$ cat src/rtl/uart_pkg.sv
// Shared types and constants for the UART transmitter.
// The PARITY state exists only when UART_TX_PARITY_EN is defined.
package uart_pkg;

    localparam int   UART_DATA_BITS = 8;
    localparam logic UART_IDLE_LVL  = 1'b1;

`ifdef UART_TX_PARITY_EN
    typedef enum logic [2:0] {
        ST_IDLE,
        ST_START,
        ST_DATA,
        ST_PARITY,
        ST_STOP
    } tx_state_t;
`else
    typedef enum logic [2:0] {
        ST_IDLE,
        ST_START,
        ST_DATA,
        ST_STOP
    } tx_state_t;
`endif

endpackage

$ cat src/rtl/uart_baud_gen.sv
// Bit-period timer: counts 0..CLKS_PER_BIT-1 and flags the terminal cycle.
// restart holds the counter at zero so the next state entry starts a full bit.
module uart_baud_gen #(
    parameter int CLKS_PER_BIT = 868
) (
    input  logic clk,
    input  logic rst,
    input  logic restart,
    output logic bit_done
);

    localparam int                CNT_W    = (CLKS_PER_BIT > 1) ? $clog2(CLKS_PER_BIT) : 1;
    localparam logic [CNT_W-1:0] CNT_TERM = CNT_W'(CLKS_PER_BIT - 1);

    logic [CNT_W-1:0] cnt_q;
    logic [CNT_W-1:0] cnt_d;

    assign bit_done = (cnt_q == CNT_TERM);

    // Wrapping at terminal doubles as the reset-on-entry for the following state.
    always_comb begin
        cnt_d = cnt_q + CNT_W'(1);
        if (restart || bit_done) begin
            cnt_d = '0;
        end
    end

    always_ff @(posedge clk or posedge rst) begin
        if (rst) begin
            cnt_q <= '0;
        end else begin
            cnt_q <= cnt_d;
        end
    end

endmodule

$ cat src/rtl/uart_tx.sv
// 8N1 UART transmitter with a one-entry holding buffer and overrun flag.
// Define UART_TX_PARITY_EN to insert an even-parity bit (8E1).
module uart_tx
    import uart_pkg::*;
#(
    parameter int CLKS_PER_BIT = 868
) (
    input  logic       clk,
    input  logic       rst,
    input  logic       send,
    input  logic [7:0] tx_data,
    output logic       tx,
    output logic       busy,
    output logic       overrun
);

    localparam logic [2:0] LAST_BIT = 3'(UART_DATA_BITS - 1);

    tx_state_t  state_q, state_d;
    logic [2:0] bit_idx_q, bit_idx_d;
    logic       buf_full_q, buf_full_d;
    logic       tx_q, tx_d;
    logic       busy_q, busy_d;
    logic       overrun_q, overrun_d;
    logic [7:0] shift_q, shift_d;
    logic [7:0] buf_q, buf_d;
`ifdef UART_TX_PARITY_EN
    logic       parity_q, parity_d;
`endif

    logic bit_done;
    logic stop_exit;

    uart_baud_gen #(
        .CLKS_PER_BIT(CLKS_PER_BIT)
    ) u_baud (
        .clk     (clk),
        .rst     (rst),
        .restart (state_q == ST_IDLE),
        .bit_done(bit_done)
    );

    assign stop_exit = (state_q == ST_STOP) && bit_done;

    always_comb begin
        state_d    = state_q;
        bit_idx_d  = bit_idx_q;
        buf_full_d = buf_full_q;
        shift_d    = shift_q;
        buf_d      = buf_q;
        overrun_d  = 1'b0;
`ifdef UART_TX_PARITY_EN
        parity_d   = parity_q;
`endif

        case (state_q)
            ST_IDLE: begin
                if (send) begin
                    shift_d = tx_data;
`ifdef UART_TX_PARITY_EN
                    parity_d = ^tx_data;
`endif
                    state_d = ST_START;
                end
            end
            ST_START: begin
                if (bit_done) begin
                    state_d = ST_DATA;
                end
            end
            ST_DATA: begin
                if (bit_done) begin
                    shift_d   = {1'b0, shift_q[7:1]};
                    bit_idx_d = bit_idx_q + 3'd1;
                    if (bit_idx_q == LAST_BIT) begin
`ifdef UART_TX_PARITY_EN
                        state_d = ST_PARITY;
`else
                        state_d = ST_STOP;
`endif
                    end
                end
            end
`ifdef UART_TX_PARITY_EN
            ST_PARITY: begin
                if (bit_done) begin
                    state_d = ST_STOP;
                end
            end
`endif
            ST_STOP: begin
                if (bit_done) begin
                    if (buf_full_q) begin
                        shift_d    = buf_q;
                        buf_full_d = 1'b0;
`ifdef UART_TX_PARITY_EN
                        parity_d   = ^buf_q;
`endif
                        state_d    = ST_START;
                    end else if (send) begin
                        shift_d = tx_data;
`ifdef UART_TX_PARITY_EN
                        parity_d = ^tx_data;
`endif
                        state_d = ST_START;
                    end else begin
                        state_d = ST_IDLE;
                    end
                end
            end
            default: state_d = ST_IDLE;
        endcase

        // Mid-frame request: at stop exit a full buffer has just been freed, an empty one was bypassed.
        if (send && (state_q != ST_IDLE)) begin
            if (stop_exit) begin
                if (buf_full_q) begin
                    buf_d      = tx_data;
                    buf_full_d = 1'b1;
                end
            end else if (!buf_full_q) begin
                buf_d      = tx_data;
                buf_full_d = 1'b1;
            end else begin
                overrun_d = 1'b1;
            end
        end

        // Line level follows the current state, registered one cycle later.
        case (state_q)
            ST_START:  tx_d = 1'b0;
            ST_DATA:   tx_d = shift_q[0];
`ifdef UART_TX_PARITY_EN
            ST_PARITY: tx_d = parity_q;
`endif
            default:   tx_d = UART_IDLE_LVL;
        endcase
        busy_d = (state_q != ST_IDLE);
    end

    always_ff @(posedge clk or posedge rst) begin
        if (rst) begin
            state_q    <= ST_IDLE;
            bit_idx_q  <= '0;
            buf_full_q <= 1'b0;
            tx_q       <= UART_IDLE_LVL;
            busy_q     <= 1'b0;
            overrun_q  <= 1'b0;
        end else begin
            state_q    <= state_d;
            bit_idx_q  <= bit_idx_d;
            buf_full_q <= buf_full_d;
            tx_q       <= tx_d;
            busy_q     <= busy_d;
            overrun_q  <= overrun_d;
        end
    end

    // Payload registers carry no reset; they are only observed after a load.
    always_ff @(posedge clk) begin
        shift_q  <= shift_d;
        buf_q    <= buf_d;
`ifdef UART_TX_PARITY_EN
        parity_q <= parity_d;
`endif
    end

    assign tx      = tx_q;
    assign busy    = busy_q;
    assign overrun = overrun_q;

endmodule

$ cat config.mk
export PLATFORM = sky130hd
export DESIGN_NAME = uart_tx
export DESIGN_NICKNAME = d
export VERILOG_FILES = /design/src/rtl/uart_pkg.sv /design/src/rtl/uart_baud_gen.sv /design/src/rtl/uart_tx.sv
export SDC_FILE = /design/constraint.sdc
export NUM_CORES = 1
export LEC_CHECK = 0
export ABC_CLOCK_PERIOD_IN_PS = 5770
export CAP_MARGIN = 20
export CORE_MARGIN = 4
export CORE_UTILIZATION = 40
export CTS_CLUSTER_SIZE = 14
export DETAILED_ROUTE_END_ITERATION = 6
export PLACE_DENSITY_LB_ADDON = 0.15
export SLEW_MARGIN = 15
export SYNTH_ARGS = -nofsm -noshare
export SYNTH_HDL_FRONTEND = slang
export SYNTH_HIERARCHICAL = 1
export SYNTH_SLANG_ARGS = --single-unit
$ cat constraint.sdc
create_clock -name clk -period 5.77 [get_ports clk]
set_clock_uncertainty 0.1 [all_clocks]
set_input_delay 1.731 -clock clk [delete_from_list [all_inputs] [get_ports clk]]
set_output_delay 1.731 -clock clk [all_outputs]
set_load 0.1 [all_outputs]
* Word-level counts from Yosys, hierarchy flattened
Index checks and enable logic that the tools add are counted.
** Storage, ports and cells
- Output and inout bits :: 3
- Input bits :: 11
- Word-level logic and storage cells :: 60
- Register bits :: 36
** Operators by class
- Mux-type cells :: 27
- Eq/ne operators :: 12
- Reductions and logical operators :: 10
- Add/sub/neg operators :: 2
** Operators with widths (number)
- 2-to-1 mux 8 bit :: 7
- one-hot mux 8 bit (3 select lines) :: 1
- 2-to-1 mux 3 bit :: 5
- != test 2 bit (second input constant) :: 6
- one-hot mux 3 bit (4 select lines) :: 1
- 2-to-1 mux 1 bit :: 11
- adder 10 x 1 -> 10 bit (second input constant) :: 1
- equality test 10 bit (second input constant) :: 1
- 2-to-1 mux 10 bit :: 1
- equality test 3 x 2 -> 1 bit (second input constant) :: 2
- AND reduction 3 bit :: 2
- nonzero test 3 bit :: 2
- AND reduction 5 bit :: 1
- adder 3 x 1 -> 3 bit (second input constant) :: 1
- equality test 3 x 1 -> 1 bit (second input constant) :: 1
- equality test 3 bit (second input constant) :: 1
- logical NOT 3 bit :: 1
- logical AND 1 bit :: 2
- != test 2 x 1 -> 1 bit (second input constant) :: 1
- one-hot mux 1 bit (2 select lines) :: 1
- AND reduction 2 bit :: 1
- logical OR 1 bit :: 1

* Longest topological paths before layout
Gate-level depths: netlist of the first run.
- Word-level depth :: 6
- Gate-level depth with buffers :: 6
- Gate-level depth less buffers :: 6

* Hierarchy
Netlist of the first run, hierarchy kept.
** By module, submodules not included
- uart_tx :: instances 1, seq. area each 706.9 µm², cells an instance 103, area each 1288.7 µm²
- uart_baud_gen :: instances 1, seq. area each 250.2 µm², cells an instance 57, area each 569.3 µm²

* Worst setup path before layout of the first run
Ideal clock, no wire load.
- Kind :: input port to flip-flop
- Start :: input port send
- End :: register buf_q[0], enable pin
- Arrival :: 2.352 ns
- Data required time :: 5.338 ns
- Path buffers :: 1
- Slack :: 2.986 ns
- Stages :: 3
- Setup time :: 0.332 ns
- Cell sequence :: buf_6 nor2b_1 and2_1
** Between the ends
- Word-level cells in the longest chain between the ends :: 2
** Ends and longest elaborated chain
- from (decl) :: line uart_tx.sv:10 : input logic send,
- logical AND 1 bit :: line uart_tx.sv:115 : if (send && (state_q != ST_IDLE)) begin
- AND reduction 3 bit (no line)
- to (signal assigned) :: line uart_tx.sv:162 : buf_q <= buf_d;
- to (decl) :: line uart_tx.sv:26 : logic [7:0] buf_q, buf_d;
No other way between the ends.
A chain may end at the register's enable or synchronous reset.

* Worst setup path after layout of the first run
- Start :: register tx_q, in the netlist tx
- End :: output port tx
** RTL lines
- from (decl) :: line uart_tx.sv:22 : logic tx_q, tx_d;
- from (signal assigned) :: line uart_tx.sv:153 : tx_q <= tx_d;
- to (decl) :: line uart_tx.sv:12 : output logic tx,
No word-level cell between the ends.

==> metrics.md, run 1 <==
| Metric | Value |
|---|---|
| Total count of max-transition violations in the final report | `0` |
| Library cells used by synthesis | `37` |
| Max Buffers Root-to-Sink | `2` |
| Seq/Total Area, Yosys | `51.5%` |
| Hold EP | `bit_idx_q[0]$_DFFE_PP0P_` |
| End of the worst register-to-register path | `buf_q[3]$_DFFE_PP_` |
| Post-Place Worst Slack | `2040 ps` |
| Via total after detailed routing | `1253` |
| Post-route DRC | `0` |
| Sequential standard cell area | `957 µm²` |
| Share of layout cells above drive strength 1 | `15.3%` |
| Slew of the pin with the lowest slew margin | `965 ps` |
| Final net count | `195` |
| Via count of the first global-routing pass | `1334` |
| Max frequency | `0.266 GHz` |
| Number of buffers inserted by hold repair at cts | `0` |
| Register-to-Register Setup Slack | `3090 ps` |
| Startpoint of the worst-slack reg-to-reg timing path | `u_baud/cnt_q[0]$_DFF_PP0_` |
| Path type of the worst min-delay path | `reg2reg` |
| Count of yosys warnings during synthesis | `6` |
| Area post-placement | `0.00201 mm²` |
| Ports | `14` |
| Final wirelength | `3620 µm` |
| Summed negative setup slack over all endpoints | `0 ps` |
| Synthesized cell area | `0.00186 mm²` |
| Top area cells in the synthesized netlist | `sky130_fd_sc_hd__edfxtp_1, sky130_fd_sc_hd__dfrtp_1, sky130_fd_sc_hd__mux2_4` |
| Finished Core Util | `47.6%` |
| Kind of critical path | `reg2out` |
| Worst EP arrival | `1930 ps` |
| Layout area overhead | `13.2%` |
| Number of buffer and inverter stages on the critical path | `1` |
| Largest delay contributor family on the critical path | `buffers and inverters` |
| Die Wd | `76.2 µm` |
| Total nets after synthesis | `179` |
| Overall Global Routing Usage | `13.4%` |
| Die area | `0.00580 mm²` |
| Remaining global-route overflow | `0` |
| Row count | `24` |
| Highest cell delay on the worst timing path | `1120 ps` |
| Routed via count divided by cell count | `5.47` |
| CTS sink count | `35` |
| Initial core utilization | `42.1%` |
| Wire per inst | `15.8 µm` |
| Maximum number of pins on one net before global-route repair | `14` |
| Final hold violations | `0` |
| Count of cells along the worst register-to-register path | `7` |
| Number of instances in the synthesized netlist | `160` |
| Slew headroom | `35.5%` |
| Share of synthesized flip-flops with an asynchronous set or reset | `54.3%` |
| Crit path time final | `3760 ps` |
| EDFF count, synth | `16` |
| CTS tree | `yes` |
| Number of placed instances with taps included | `220` |
| Slowest stage cell on the critical path | `sky130_fd_sc_hd__clkdlybuf4s50_1` |
| Initial antenna violation count | `0` |
| Clock network latency to the later pin of the worst-skew pair | `290 ps` |
| Non-filler cells in the finished layout | `229` |
| Tcrit/Tclk final | `65.1%` |
| Largest vdd supply drop | `119 µV` |
| Cell area after layout | `0.00210 mm²` |
| Endpoint kind of the worst setup timing path | `primary output` |
| Worst Setup Start Kind | `flop` |
| Height of the chip | `76.2 µm` |
| Post-Synthesis Mean Instance Area | `11.6 µm²` |
| Cell taking the most area after synthesis | `sky130_fd_sc_hd__edfxtp_1` |
| Filler Cells Inserted | `413` |
| Core area | `0.00441 mm²` |
| Worst hold start | `bit_idx_q[0]$_DFFE_PP0P_` |
| RSZ-0062 raised after global routing | `false` |
| Gp weighted congestion | `0.758` |
| Least setup slack across all paths after layout | `2010 ps` |
| Post-synth top area share | `25.9%` |
| Detailed placement HPWL | `2580 µm` |
| Number of detailed-route iterations in the first pass | `4` |
| Detailed Route Iter0 Violations | `41` |
| Pwr dens | `217 mW/mm²` |
| Worst path required time | `3940 ps` |
| Cell breakdown of the critical path | `clkdlybuf4s50_1` |
| Predominant post-synthesis flop cell | `sky130_fd_sc_hd__dfrtp_1` |
| Clock Pin Slew Worst Setup and Hold Paths | `70 ps` |
| Seq cells post-synth | `35` |
| Count of maximum capacitance violations | `0` |
| Post-CTS Resized | `0` |
| Number of nets with antenna violations after routing | `0` |
| Static Leakage | `0.819 nW` |
| Cell count of the worst hold path | `1` |
| Status | `completed` |
| Antenna Diode Count | `0` |
| Level count of the clock H-tree | `2` |
| Clock buffers created by TritonCTS | `5` |
| Number of setup buffers added after CTS | `0` |
| Port buffer count | `13` |
| Area of the multi-input gates | `820 µm²` |
| Root buffer selected by CTS | `sky130_fd_sc_hd__clkbuf_8` |
| Worst-path maximum fanout | `1` |
| Number of failing setup endpoints in the final timing report | `0` |
| First-pass GRT wire length | `6270 µm` |
[cell type report]
type	instances	share of cell area [%]
clock buffers	6	3.45
clock inverters	2	0.595
inverters	9	1.61
multi-input cells	110	39.0
flip-flops and latches	35	45.5
well taps	52	3.09
repair buffers	15	6.78
[registers in the layout, summed over array words and instances, names as in the netlist]
name          count
buf_full_q        1
bit_idx_q         3
buf_q             8
overrun           1
u_baud/cnt_q     10
state_q           2
busy              1
tx                1
shift_q           8
[synth_stat cells, types with 3 or more instances]
cell,count
sky130_fd_sc_hd__mux2_2,3
sky130_fd_sc_hd__nor2_1,15
sky130_fd_sc_hd__o21ai_1,7
sky130_fd_sc_hd__o21ai_0,16
sky130_fd_sc_hd__dfrtp_1,18
sky130_fd_sc_hd__ha_1,8
sky130_fd_sc_hd__and2_1,3
sky130_fd_sc_hd__mux2_4,8
sky130_fd_sc_hd__or3_1,4
sky130_fd_sc_hd__inv_1,9
sky130_fd_sc_hd__nand3_1,7
sky130_fd_sc_hd__nand2_1,6
sky130_fd_sc_hd__a22oi_1,7
sky130_fd_sc_hd__a21oi_1,4
sky130_fd_sc_hd__edfxtp_1,16
[where the power goes]
part	internal (mW)	leakage (nW)	switching, mW	total, mW
Sequential	0.261	0.373	0.0000728	0.261
Combinational	0.0135	0.404	0.0124	0.0260
Clock	0.0842	0.0412	0.0859	0.170
Total	0.359	0.819	0.0984	0.457
[kinds of logic after synthesis]
kind of cell | synth area share, %
adders and majority gates | 5.99
xor gates and xnor gates | 1.89
DFF | 51.5
and+or+nand+nor | 13.7
buffers and inverters | 4.38
AOI/OAI and AO/OA | 14.2
muxes | 8.28
[routing by layer]
layer	vias to the layer above	GRT usage, %	share of wire [%]	wire [µm]
li1	616	-	-	-
met1	605	17.0	47	1700
met2	26	20.5	48	1730
met3	6	3.31	3.6	131
met4	0	8.04	1.7	61
met5	-	0	0	0
[how the worst max path moves through the flow]
| stage | endpoint | from | depth (start not counted) |
|---|---|---|---|
| 2_1_floorplan | buf_q[0]$_DFFE_PP_ | send | 3 |
| 3_3_place_gp | buf_q[3]$_DFFE_PP_ | send | 3 |
| 3_5_place_dp | buf_q[5]$_DFFE_PP_ | send | 3 |
| 4_1_cts | tx | tx$_DFF_PP1_ | 1 |
| 5_1_grt | tx | tx$_DFF_PP1_ | 1 |
| 6_report | tx | tx$_DFF_PP1_ | 1 |
[per-stage QoR]
step	total power [mW]	hold slack, ps
floorplan	0.282	352
global placement	0.292	366
detailed placement	0.292	376
CTS	0.465	388
global route	0.478	407
finish	0.457	381
[cell usage in the layout (no fill, tap or decap), types with 3 or more instances in the layout]
master / instances
sky130_fd_sc_hd__a22oi_1: 7
sky130_fd_sc_hd__o21ai_1: 7
sky130_fd_sc_hd__a21oi_1: 4
sky130_fd_sc_hd__dfrtp_1: 18
sky130_fd_sc_hd__and2_1: 3
sky130_fd_sc_hd__edfxtp_1: 16
sky130_fd_sc_hd__clkdlybuf4s50_1: 13
sky130_fd_sc_hd__clkbuf_8: 5
sky130_fd_sc_hd__nand3_1: 7
sky130_fd_sc_hd__or3_1: 4
sky130_fd_sc_hd__ha_1: 8
sky130_fd_sc_hd__mux2_4: 8
sky130_fd_sc_hd__o21ai_0: 16
sky130_fd_sc_hd__mux2_2: 3
sky130_fd_sc_hd__inv_1: 9
sky130_fd_sc_hd__nor2_1: 15
sky130_fd_sc_hd__nand2_1: 6
Note: power is estimated with default switching activity, not from simulation.
==> inputs of run 2 (changes only) <==
--- a/config.mk
+++ b/config.mk
@@ -5,7 +5,7 @@
 export SDC_FILE = /design/constraint.sdc
 export NUM_CORES = 1
 export LEC_CHECK = 0
-export ABC_CLOCK_PERIOD_IN_PS = 5770
+export ABC_CLOCK_PERIOD_IN_PS = 3300
 export CAP_MARGIN = 20
 export CORE_MARGIN = 4
 export CORE_UTILIZATION = 40
==> constraint.sdc (replaced) <==
create_clock -name clk -period 3.3 [get_ports clk]
set_clock_uncertainty 0.1 [all_clocks]
set_input_delay 0.99 -clock clk [delete_from_list [all_inputs] [get_ports clk]]
set_output_delay 0.99 -clock clk [all_outputs]
set_load 0.1 [all_outputs]
==> metrics.md, run 2 (synthesized netlist as in run 1, its figures left out) <==
| Metric | Value |
|---|---|
| Status | `completed` |
| Detailed placement HPWL | `2690 µm` |
| Kind of critical path | `reg2reg` |
| Highest cell delay on the worst timing path | `430 ps` |
| Slowest stage cell on the critical path | `sky130_fd_sc_hd__dfrtp_1` |
| Pwr dens | `395 mW/mm²` |
| Worst Setup Start Kind | `flop` |
| Height of the chip | `76.2 µm` |
| Number of placed instances with taps included | `222` |
| Level count of the clock H-tree | `2` |
| Sw frac | `19.9%` |
| Clock network latency to the later pin of the worst-skew pair | `280 ps` |
| Finished Core Util | `48.0%` |
| Static Leakage | `0.837 nW` |
| Port buffer count | `13` |
| Most frequent standard cell in the layout excluding fill and tap cells | `sky130_fd_sc_hd__dfrtp_1` |
| Count of cells along the worst register-to-register path | `7` |
| Worst path required time | `3130 ps` |
| Post-CTS Resized | `0` |
| Comb power frac | `5.4%` |
| Slew of the pin with the lowest slew margin | `558 ps` |
| Register-to-Register Setup Slack | `720 ps` |
| Row count | `24` |
| Sequential group share of total power | `54.5%` |
| Slew headroom | `62.6%` |
| Clock Pin Slew Worst Setup and Hold Paths | `70 ps` |
| Max frequency | `0.388 GHz` |
| Via count of the first global-routing pass | `1369` |
| Die area | `0.00580 mm²` |
| Post-route DRC | `0` |
| Worst EP arrival | `2410 ps` |
| Tcrit/Tclk final | `78.1%` |
| Registers with the highest flip-flop counts | `u_baud/cnt_q (10), buf_q (8), shift_q (8)` |
| Via total after detailed routing | `1263` |
| Worst-path maximum fanout | `8` |
| Largest reg by FF count | `u_baud/cnt_q` |
| Gp weighted congestion | `0.734` |
| Clock network power share | `40.0%` |
| Crit path time final | `2580 ps` |
| Final net count | `196` |
| Non-filler cells in the finished layout | `230` |
| Leading cell types in the layout, fill and taps excluded | `sky130_fd_sc_hd__dfrtp_1, sky130_fd_sc_hd__o21ai_0, sky130_fd_sc_hd__edfxtp_1, sky130_fd_sc_hd__nor2_1, sky130_fd_sc_hd__clkdlybuf4s50_1` |
| Summed negative setup slack over all endpoints | `0 ps` |
| Cell count of the worst hold path | `1` |
| Remaining global-route overflow | `0` |
| Number of buffer and inverter stages on the critical path | `1` |
| Antenna Diode Count | `0` |
| Maximum number of pins on one net before global-route repair | `14` |
| End of the worst register-to-register path | `buf_q[5]$_DFFE_PP_` |
| RSZ-0062 raised after global routing | `false` |
| Endpoint kind of the worst setup timing path | `flop` |
| Hold EP | `bit_idx_q[0]$_DFFE_PP0P_` |
| Overall Global Routing Usage | `13.9%` |
| Initial antenna violation count | `0` |
| CTS tree | `yes` |
| Max Buffers Root-to-Sink | `2` |
| Detailed Route Iter0 Violations | `71` |
| Final hold violations | `0` |
| Final wirelength | `3730 µm` |
| Largest delay contributor family on the critical path | `simple AND/OR/NAND/NOR gates` |
| Number of failing setup endpoints in the final timing report | `0` |
| Layout area overhead | `14.1%` |
| Sw Pwr | `0.167 mW` |
| Initial core utilization | `42.1%` |
| Number of detailed-route iterations in the first pass | `5` |
| CTS sink count | `35` |
| Number of nets with antenna violations after routing | `0` |
| Core area | `0.00441 mm²` |
| Count of maximum capacitance violations | `0` |
| Number of buffers inserted by hold repair at cts | `0` |
| Cell breakdown of the critical path | `ha_1, nand4bb_4, nor4_1, buf_4, nand2_1, ha_1, and2_1` |
| Number of setup buffers added after CTS | `0` |
| First-pass GRT wire length | `6530 µm` |
| Wire per inst | `16.2 µm` |
| Total count of max-transition violations in the final report | `0` |
| Die Wd | `76.2 µm` |
| Largest register FFs | `10` |
| Routed via count divided by cell count | `5.49` |
| Crit path top cell by count | `sky130_fd_sc_hd__ha_1` |
| Startpoint of the worst-slack reg-to-reg timing path | `u_baud/cnt_q[0]$_DFF_PP0_` |
| Clock buffers created by TritonCTS | `5` |
| Share of layout cells above drive strength 1 | `17.4%` |
| Ports | `14` |
| Worst hold start | `bit_idx_q[0]$_DFFE_PP0P_` |
| Internal portion of total power | `0.671 mW` |
| Largest vdd supply drop | `236 µV` |
| Root buffer selected by CTS | `sky130_fd_sc_hd__clkbuf_8` |
| Path type of the worst min-delay path | `reg2reg` |
## run 2: cell types whose count changed in the layout (fill, tap and decap cells not counted), sizes merged
cell | previous run | this run
clkbuf | 7 | 8
clkdlybuf4s50 | 13 | 10
clkinv | 1 | 0
clkinvlp | 1 | 0
buf | 1 | 6
## run 2: area by class of cell
| type | count | area [µm²] |
|---|---|---|
| fill | 402 | 2290 |
| sequential | 35 | 957 |
| multi-input combinational | 110 | 820 |
| timing repair buffer | 16 | 145 |
| clock buffer | 8 | 100 |
| tap | 52 | 65.1 |
| inverter | 9 | 33.8 |
## run 2: metal layers
layer	global-route usage (%)	wire length [µm]	up-vias
met5	0	0	-
met4	4.37	23	0
met3	4.26	144	4
met2	23.2	1850	34
met1	17.2	1720	608
li1	-	-	617
## run 2: worst max-delay path by stage
stage | from | end | slack, ps | cells after the start
6_report | u_baud/cnt_q[0]$_DFF_PP0_ | buf_q[5]$_DFFE_PP_ | 720 | 7
3_5_place_dp | send | shift_q[4]$_DFFE_PP_ | 490 | 5
2_1_floorplan | u_baud/cnt_q[0]$_DFF_PP0_ | buf_q[0]$_DFFE_PP_ | 710 | 6
4_1_cts | u_baud/cnt_q[0]$_DFF_PP0_ | buf_q[2]$_DFFE_PP_ | 680 | 7
5_1_grt | u_baud/cnt_q[0]$_DFF_PP0_ | buf_q[5]$_DFFE_PP_ | 510 | 7
3_3_place_gp | send | buf_q[1]$_DFFE_PP_ | 510 | 3
## run 2: per-stage QoR
stage | cell area, µm² | power (mW) | hold slack [ps] | setup WS (ps)
2_1_floorplan | 1860 | 0.493 | 352 | 715
3_3_place_gp | 2020 | 0.511 | 368 | 509
3_5_place_dp | 2020 | 0.512 | 379 | 489
4_1_cts | 2120 | 0.856 | 392 | 677
5_1_grt | 2120 | 0.876 | 433 | 507
6_report | 2120 | 0.838 | 388 | 722
## run 2: worst reg2reg max path, delay by kind of cell (launching register included)
family	cells	cell delay, ps
flops	1	430
simple gates	4	880
buf+inv	1	190
fa+ha+maj	2	630
## run 2: power by group through the flow
stage	sequential, mW	combinational [mW]	clock (mW)
2_1_floorplan	0.471	0.0227	0
3_3_place_gp	0.466	0.0448	0
3_5_place_dp	0.466	0.0458	0
4_1_cts	0.457	0.0459	0.354
5_1_grt	0.457	0.0494	0.370
6_report	0.457	0.0456	0.336
